==> config.mk <==
export PLATFORM = sky130hd
export DESIGN_NAME = pc_gen_flat
export DESIGN_NICKNAME = d
export VERILOG_FILES = /design/src/rtl/pc_gen_pkg.sv /design/src/rtl/pc_gen_if.sv /design/src/rtl/pc_redirect_buf.sv /design/src/rtl/pc_gen.sv /design/src/flat_wrapper.sv
export SDC_FILE = /design/constraint.sdc
export NUM_CORES = 1
export LEC_CHECK = 0
export ABC_AREA = 1
export CAP_MARGIN = 40
export CORE_MARGIN = 2
export CORE_UTILIZATION = 40
export CTS_CLUSTER_DIAMETER = 200
export DETAILED_ROUTE_END_ITERATION = 8
export PLACE_DENSITY = 0.66
export RECOVER_POWER = 100
export SETUP_SLACK_MARGIN = 0.05
export SYNTH_ARGS = -nofsm -noshare
export SYNTH_HDL_FRONTEND = slang
export SYNTH_SLANG_ARGS = --single-unit
==> constraint.sdc <==
create_clock -name clk -period 2.7 [get_ports clk]
set_input_delay 0.27 -clock clk [delete_from_list [all_inputs] [get_ports clk]]
set_output_delay 0.27 -clock clk [all_outputs]
set_load 0.01 [all_outputs]
==> src/rtl/pc_gen_pkg.sv <==
// Shared definitions for the fetch-address generator: FSM states,
// enable/disable constants and the redirect-target alignment mask.
package pc_gen_pkg;

   typedef enum logic [1:0] {
      ST_BOOT = 2'd0,
      ST_RUN  = 2'd1,
      ST_HALT = 2'd2
   } pc_state_t;

   localparam logic ENABLE  = 1'b1;
   localparam logic DISABLE = 1'b0;

   // Mask that clears the low log2(step) address bits; step must be a power of two.
   function automatic logic [63:0] align_mask(input int unsigned step);
      return ~(64'(step) - 64'd1);
   endfunction

endpackage

==> src/rtl/pc_gen_if.sv <==
// Fetch-control bus between the pipeline control logic (master) and the
// program-counter generator (slave).
interface pc_gen_if #(
   parameter int ADDR_W  = 32,
   parameter int STALL_W = 6
);
   logic [STALL_W-1:0] stall;
   logic               branch_en;
   logic [ADDR_W-1:0]  branch_addr;
   logic               exc_en;
   logic [ADDR_W-1:0]  exc_addr;
   logic               halt_req;
   logic [ADDR_W-1:0]  pc;
   logic               ins_en;
   logic               halted;
   logic               pend_valid;

   modport master (
      output stall, branch_en, branch_addr, exc_en, exc_addr, halt_req,
      input  pc, ins_en, halted, pend_valid
   );

   modport slave (
      input  stall, branch_en, branch_addr, exc_en, exc_addr, halt_req,
      output pc, ins_en, halted, pend_valid
   );
endinterface

==> src/rtl/pc_redirect_buf.sv <==
// Holds a branch target that arrived while fetch was stalled so it can be
// taken once the stall drops. A new set overwrites the held target.
module pc_redirect_buf #(
   parameter int ADDR_W = 32
) (
   input  logic              clk,
   input  logic              rst,
   input  logic              set,
   input  logic              clr,
   input  logic [ADDR_W-1:0] addr_in,
   output logic              pend_valid,
   output logic [ADDR_W-1:0] pend_addr
);

   // Clear wins over set; set captures (or overwrites) the deferred target.
   always_ff @(posedge clk) begin
      if (!rst) begin
         pend_valid <= 1'b0;
         pend_addr  <= '0;
      end else if (clr) begin
         pend_valid <= 1'b0;
      end else if (set) begin
         pend_valid <= 1'b1;
         pend_addr  <= addr_in;
      end
   end

endmodule

==> src/rtl/pc_gen.sv <==
// Program-counter generator: boots to RESET_VEC, steps sequentially, takes
// exception/branch redirects (deferring branches seen during a fetch stall)
// and parks in HALT until an exception restarts it.
module pc_gen
   import pc_gen_pkg::*;
#(
   parameter int                ADDR_W    = 32,
   parameter logic [ADDR_W-1:0] RESET_VEC = '0,
   parameter int unsigned       STEP      = 4,
   parameter int                STALL_W   = 6
) (
   input logic    clk,
   input logic    rst,
   pc_gen_if.slave bus
);

   localparam logic [ADDR_W-1:0] ALIGN = ADDR_W'(align_mask(STEP));
   localparam logic [ADDR_W-1:0] INC   = ADDR_W'(STEP);

   pc_state_t         state_q, state_d;
   logic [ADDR_W-1:0] pc_q, pc_d;
   logic              ins_en_q, ins_en_d;
   logic              halted_q, halted_d;

   logic              fetch_stall;
   logic              in_run;
   logic              pend_set;
   logic              pend_clr;
   logic              pend_valid;
   logic [ADDR_W-1:0] pend_addr;
   logic              unused_stall_bits;

   // Only the fetch-stage stall bit matters here; the rest of the vector is
   // consumed by other pipeline stages.
   assign fetch_stall       = bus.stall[0];
   assign unused_stall_bits = ^bus.stall;
   assign in_run            = (state_q == ST_RUN);

   // A branch during a stall is parked; anything that moves or halts the pc
   // (exception, unstalled edge, leaving RUN) drops the parked target.
   assign pend_set = in_run && !bus.exc_en && fetch_stall && bus.branch_en;
   assign pend_clr = !in_run || bus.exc_en || !fetch_stall;

   pc_redirect_buf #(
      .ADDR_W (ADDR_W)
   ) u_redirect_buf (
      .clk        (clk),
      .rst        (rst),
      .set        (pend_set),
      .clr        (pend_clr),
      .addr_in    (bus.branch_addr & ALIGN),
      .pend_valid (pend_valid),
      .pend_addr  (pend_addr)
   );

   // State and output registers; reset is synchronous and overrides all requests.
   always_ff @(posedge clk) begin
      if (!rst) begin
         state_q  <= ST_BOOT;
         pc_q     <= RESET_VEC;
         ins_en_q <= DISABLE;
         halted_q <= DISABLE;
      end else begin
         state_q  <= state_d;
         pc_q     <= pc_d;
         ins_en_q <= ins_en_d;
         halted_q <= halted_d;
      end
   end

   // Next-state and next-output decode; ins_en/halted are precomputed from the
   // next state so both registered outputs track the FSM exactly.
   always_comb begin
      state_d  = state_q;
      pc_d     = pc_q;
      ins_en_d = ins_en_q;
      halted_d = halted_q;
      unique case (state_q)
         ST_BOOT: begin
            pc_d     = RESET_VEC;
            state_d  = ST_RUN;
            ins_en_d = ENABLE;
            halted_d = DISABLE;
         end
         ST_RUN: begin
            ins_en_d = ENABLE;
            halted_d = DISABLE;
            if (bus.exc_en) begin
               pc_d = bus.exc_addr & ALIGN;
            end else if (!fetch_stall) begin
               if (bus.branch_en) begin
                  pc_d = bus.branch_addr & ALIGN;
               end else if (pend_valid) begin
                  pc_d = pend_addr;
               end else begin
                  pc_d = pc_q + INC;
               end
               if (bus.halt_req) begin
                  state_d  = ST_HALT;
                  ins_en_d = DISABLE;
                  halted_d = ENABLE;
               end
            end
         end
         ST_HALT: begin
            ins_en_d = DISABLE;
            halted_d = ENABLE;
            if (bus.exc_en) begin
               pc_d     = bus.exc_addr & ALIGN;
               state_d  = ST_RUN;
               ins_en_d = ENABLE;
               halted_d = DISABLE;
            end
         end
         default: begin
            state_d  = ST_BOOT;
            pc_d     = RESET_VEC;
            ins_en_d = DISABLE;
            halted_d = DISABLE;
         end
      endcase
   end

   assign bus.pc         = pc_q;
   assign bus.ins_en     = ins_en_q;
   assign bus.halted     = halted_q;
   assign bus.pend_valid = pend_valid;

endmodule

==> src/flat_wrapper.sv <==
// flat-port wrapper written by rule: the top's interface ports become plain ports
module pc_gen_flat import pc_gen_pkg::*;
#(
   parameter int                ADDR_W    = 32,
   parameter logic [ADDR_W-1:0] RESET_VEC = '0,
   parameter int unsigned       STEP      = 4,
   parameter int                STALL_W   = 6
)
  (clk, rst, bus_stall, bus_branch_en, bus_branch_addr, bus_exc_en, bus_exc_addr, bus_halt_req, bus_pc, bus_ins_en, bus_halted, bus_pend_valid);
  pc_gen_if #(.ADDR_W(ADDR_W), .STALL_W(STALL_W)) bus_i ();
  input logic clk;
  input logic rst;
  input wire logic [$bits(bus_i.stall)-1:0] bus_stall;
  input wire logic [$bits(bus_i.branch_en)-1:0] bus_branch_en;
  input wire logic [$bits(bus_i.branch_addr)-1:0] bus_branch_addr;
  input wire logic [$bits(bus_i.exc_en)-1:0] bus_exc_en;
  input wire logic [$bits(bus_i.exc_addr)-1:0] bus_exc_addr;
  input wire logic [$bits(bus_i.halt_req)-1:0] bus_halt_req;
  output wire logic [$bits(bus_i.pc)-1:0] bus_pc;
  output wire logic [$bits(bus_i.ins_en)-1:0] bus_ins_en;
  output wire logic [$bits(bus_i.halted)-1:0] bus_halted;
  output wire logic [$bits(bus_i.pend_valid)-1:0] bus_pend_valid;
  assign bus_i.stall = bus_stall;
  assign bus_i.branch_en = bus_branch_en;
  assign bus_i.branch_addr = bus_branch_addr;
  assign bus_i.exc_en = bus_exc_en;
  assign bus_i.exc_addr = bus_exc_addr;
  assign bus_i.halt_req = bus_halt_req;
  assign bus_pc = bus_i.pc;
  assign bus_ins_en = bus_i.ins_en;
  assign bus_halted = bus_i.halted;
  assign bus_pend_valid = bus_i.pend_valid;
  pc_gen #(.ADDR_W(ADDR_W), .RESET_VEC(RESET_VEC), .STEP(STEP), .STALL_W(STALL_W)) u_core (.clk(clk), .rst(rst), .bus(bus_i));
endmodule
# Word-level counts from Yosys, hierarchy flattened
# Index checks and enable logic that the tools add are counted.
# W data, S select, Z words.
[totals]
regBits = 67
input_bits = 75
output_inout_bits = 35
elab_cells = 50
[op_classes]
add_sub_neg = 1
eq_ne = 7
mux = 21
bitwise_logic = 2
reduce_logical = 13
[ops]
columns = ["op", "count"]
rows = [
  ["$mux W32", 5],
  ["$pmux W32 S2", 1],
  ["$add A32 B3 Y32 const B", 1],
  ["$mux W1", 8],
  ["$mux W2", 4],
  ["$ne A2 B2 Y1 const B", 4],
  ["$pmux W2 S3", 1],
  ["$reduce_and A2 Y1", 2],
  ["$reduce_and A4 Y1", 1],
  ["$logic_and A1 B1 Y1", 3],
  ["$logic_not A1 Y1", 3],
  ["$ne A3 B3 Y1 const B", 1],
  ["$pmux W1 S3", 1],
  ["$eq A2 B1 Y1 const B", 1],
  ["$eq A2 B2 Y1 const B", 1],
  ["$logic_not A2 Y1", 1],
  ["$logic_or A1 B1 Y1", 2],
  ["$not A1 Y1", 2],
  ["$pmux W1 S2", 1],
  ["$reduce_or A2 Y1", 1],
]

# Longest topological paths before layout
[depth]
word_depth = 6
mapped_depth = 13
ltp_nobuf = 13

# Hierarchy
# From an unflattened synthesis, not the netlist that was laid out.
[hier_totals]
hier_cells = 814
hier_area_um2 = 4807.1
[modules_own_cells]
columns = ["mod", "instances", "cells_each", "area_each_um2", "seq_area_each_um2"]
rows = [
  ["pc_gen", 1, 602, 3380.7, 720.7],
  ["pc_redirect_buf", 1, 212, 1426.4, 660.6],
]

# Least setup slack after synthesis
# OpenSTA, ideal clock, no wires.
[synth_path]
path_kind = "register -> register"
from = "register u_core.pc_q[2], in the netlist u_core.bus.pc[2]"
to = "register u_core.pc_q[22], in the netlist u_core.bus.pc[22]"
setup_ns = 0.132
arrival_ns = 1.459
required_ns = 2.568
slack_ns = 1.109
path_stages_with_launch = 13
path_buffers = 0
period_less_slack_ns = 1.591
cell_sequence = "dfxtp_1 > ha_1 > nand2_1 > nor2_4 > nand2_4 > nor2_4 > nand3_1 > nand3_1 > nand2_1 > nand2_1 > nand2_1 > nand2_1 > a21oi_1"
[synth_via]
elab_chain_cells = 6
[synth_rtl]
columns = ["item", "line", "text"]
rows = [
  ["start: declaration", "pc_gen.sv:21", "logic [ADDR_W-1:0] pc_q, pc_d;"],
  ["start signal: assignment", "pc_gen.sv:65", "pc_q <= pc_d;"],
  ["$add A32 B3 Y32", "pc_gen.sv:96", "pc_d = pc_q + INC;"],
  ["$mux W32", "pc_gen.sv:93", "end else if (pend_valid) begin"],
  ["$mux W32", "pc_gen.sv:91", "if (bus.branch_en) begin"],
  ["$mux W32", "pc_gen.sv:90", "end else if (!fetch_stall) begin"],
  ["$mux W32", "pc_gen.sv:88", "if (bus.exc_en) begin"],
  ["$pmux W32 S2", "pc_gen.sv:78", "unique case (state_q)"],
]
# Every way passes these cells. The select of a mux whose other input is x is not followed.
# A chain may end at the register's enable or synchronous reset.

# Worst setup path after layout
[layout_path]
from = "register u_core.state_q[1]"
to = "register u_core.u_redirect_buf.pend_addr[23]"
[layout_via]
elab_chain_cells = 6
elab_cells_between_ends = 9
cone_classes = "eq/ne: 1; bitwise: 1; reduce/logical: 7"
[layout_rtl]
columns = ["item", "line", "text"]
rows = [
  ["start: declaration", "pc_gen.sv:20", "pc_state_t state_q, state_d;"],
  ["start signal: assignment", "pc_gen.sv:64", "state_q <= state_d;"],
  ["$eq A2 B1 Y1 *", "pc_gen.sv:37", "assign in_run = (state_q == ST_RUN);"],
  ["$logic_not A1 Y1", "pc_gen.sv:42", "assign pend_clr = !in_run || bus.exc_en || !fetch_stall;"],
  ["$logic_or A1 B1 Y1 (2 in series)", "pc_gen.sv:42", ""],
  ["$not A1 Y1 (no line)", "--", ""],
  ["$reduce_and A2 Y1 (no line) *", "--", ""],
  ["end signal: assignment", "pc_redirect_buf.sv:24", "pend_addr <= addr_in;"],
  ["end: declaration", "pc_redirect_buf.sv:12", "output logic [ADDR_W-1:0] pend_addr"],
]
# Mark *: on every way between the ends. The rest lies on a longest branch, timed or not.

==> out/results.tsv <==
stage	metric	value	unit
synth	count leader, synth	nand2_1	
floorplanning	Starting Density	41.36	%
global_route	initial antenna violation count	0	
route	DR vias	4922	
route	DRT antenna net count	0	
run	MaxCap Viol Count	0	
synth	sequential share of the synthesized area	30.47	%
pwr	Leakage	2.160	nW
timing	relative max-transition margin	37.32	%
clock_network	postcts setup bufs	0	
setup_path	Critical Path Start Type	register	
synth	Synth Register Bits	65	
placement	area post-placement	5336	sq um
synth	Unique masters post-synth	30	
global_route	vias in the first global route	4612	
pwr	Peak VDD IR	408.4	uV
timing	Worst-Margin Slew	0.9403	ns
clock_network	Worst-Skew Late Latency	0.36	ns
cells_and_area	share of cells above drive strength 1	7.053	%
synth	Avg Synthesized Cell Area	6.049	sq um
route	DRT iter0 DRCs	300	
synth	Synthesis Warnings	0	
synth	Most used DFF post-synth	dfxtp_1	
clock_network	CTS tree	built	
placement	dpl hpwl	10520	um
floorplanning	die area	11520	sq um
cells_and_area	Final #Nets	870	
global_route	largest net degree at the start of global routing	42	
synth	ranking of synthesized cells by area	dfxtp_1 30%, nand2_1 22%, nor2_1 8.3%, a21oi_1 8.1%, inv_1 4.8%	
setup_path	data required time at the worst endpoint	2.95	ns
clock_network	Sink Count	65	
timing	total negative slack	0	ns
cells_and_area	Area Overhead vs Synth	29.36	%
synth	area leader, netlist	dfxtp_1	
synth	EDFF count, synth	0	
timing	Hold Vio Cnt, Final	0	
setup_path	Register-to-Register Path Depth	10	
synth	Synth top area share	30.47	%
clock_network	Clock Pin Slew Worst Setup and Hold Paths	0.08	ns
global_route	global-route wire length before repair	23600	um
setup_path	worst-path fanout max	30	
route	Detailed Routing Iterations Pass 1	5	
hold_path	hold path depth	2	
setup_path	worst setup path class	reg2reg	
clock_network	Post-CTS Hold Buffers	0	
floorplanning	Die Y	107.3	um
setup_path	Data arrival, critical path	2.68	ns
cells_and_area	n_diodes	0	
clock_network	CTS Root Cell	clkbuf_8	
floorplanning	Die Width	107.3	um
synth	mapped cell area	4270	sq um
cells_and_area	Filler cells	1058	
route	DR vias/cell	5.292	
floorplanning	row count	37	
placement	DP Worst Slack	0.2246	ns
hold_path	Min-Delay Path Class	reg2reg	
timing	skew final	0.009628	ns
cells_and_area	Finished Cell Area	5524	sq um
timing	RSZ-0062 raised after global routing	false	
global_route	Overflow after GRT	0	
placement	placer congestion estimate	0.9244	
placement	placed cell count	914	
clock_network	Longest Clk Path Bufs	2	
floorplanning	core area	10320	sq um
synth	Async SR Flop Fraction	0	%
pwr	Final Power	3.369	mW
timing	max-slew violation count	0	
cells_and_area	fin util	53.51	%
clock_network	CTS HTree Levels	3	
global_route	GRT Overall Usage	26.51	%
synth	Synth Instances	706	
timing	Final min period	2.438	ns
timing	period utilization	90.29	%
floorplanning	IO Count	110	
pwr	pwr dens	609.9	nW/um^2
placement	port bufs	98	
timing	endpoints failing setup	0	
timing	hold slack	0.4639	ns
setup_path	CP Capture Type	register	
timing	Fmax	0.4102	GHz
timing	setup ws final	0.2622	ns
synth	synth cell count leaders	246 x nand2_1, 94 x nor2_1, 69 x a21oi_1	
route	routed wire length	14860	um
clock_network	post-CTS resize count	0	
status	status	finished clean	
cells_and_area	post-route insts no fill	930	
route	drt drc	0	
clock_network	CTS buffer count	9	
route	wire per inst	15.98	um
[worst max-delay path: stages, from the launching register on]
cell	delay, ns
dfxtp_1	0.33
inv_1	0.10
ha_1	0.22
inv_1	0.09
nor2_4	0.20
inv_1	0.09
nor2_1	0.15
buf_4	0.37
nand2_1	0.08
buf_2	0.35
a221oi_1	0.33
[registers in the layout (all words and copies together) (netlist names)]
signal	flops
u_core.bus.halted	1
u_core.bus.pc	30
u_core.u_redirect_buf.pend_valid	1
u_core.state_q	2
u_core.u_redirect_buf.pend_addr	30
u_core.bus.ins_en	1
[final cells by class]
type / instances / area (sq um) / area share, %
Inverter: 60 / 225.2 / 4.077
Clock buffer: 12 / 165.2 / 2.990
Timing Repair Buffer: 108 / 1049 / 18.98
Clock inverter: 4 / 50.05 / 0.9060
Tap cell: 136 / 170.2 / 3.080
Multi-Input combinational cell: 545 / 2564 / 46.41
Sequential cell: 65 / 1301 / 23.56
[cell families (layout without fill, tap and decap cells)]
| kind of cell | after synthesis | count (layout) | share of synthesized area [%] |
|---|---|---|---|
| xor gates and xnor gates | 4 | 4 | 0.8205 |
| other | 1 | 2 | 0.08781 |
| adders and majority gates | 6 | 6 | 1.758 |
| buffers and inverters | 97 | 184 | 9.464 |
| DFF | 65 | 65 | 30.47 |
| and+or+nand+nor | 409 | 409 | 39.73 |
| AOI/OAI and AO/OA | 124 | 124 | 17.67 |
[power breakdown]
part / internal, mW / switching (mW) / total [mW]
combinational: 0.453 / 0.782 / 1.23
clock: 0.501 / 0.424 / 0.925
sequential: 1.07 / 0.140 / 1.21
total: 2.02 / 1.35 / 3.37
[layer usage]
metal  up-vias  part of all wire [%]  wire length [um]  GRT usage [%]
met1      2266                    42              6309          32.58
met4         0                   2.8               419          10.39
met3        32                   6.0               892          4.237
met5         -                     0                 0              0
met2       182                    49              7242          46.20
li1       2442                     -                 -              -
[final timing paths]
check | start | end | slack (ns)
worst min-delay path | u_core.u_redirect_buf.pend_addr[14] | u_core.u_redirect_buf.pend_addr[14] | 0.46
worst max-delay path | u_core.state_q[1] | u_core.u_redirect_buf.pend_addr[23] | 0.26
worst min register to register | u_core.u_redirect_buf.pend_addr[14] | u_core.u_redirect_buf.pend_addr[14] | 0.46
worst max register to register | u_core.state_q[1] | u_core.u_redirect_buf.pend_addr[23] | 0.26
[placed cells by master (no fill, tap or decap), drive strengths merged, types with 2 or more instances in the layout]
master and n:
clkdlybuf4s50 65, nand3 41, nand4 2, o21bai 4, nor2 109, o21ai 17, nand2 252, a21oi 72
buf 8, conb 2, a211oi 3, inv 59, dlygate4sd3 33, clkinvlp 2, dfxtp 65, o211ai 3
ha 6, clkinv 2, or2 5, clkbuf 14, xnor2 2, xor2 2, a32o 3, a221oi 22
(Power assumes the default switching activity.)
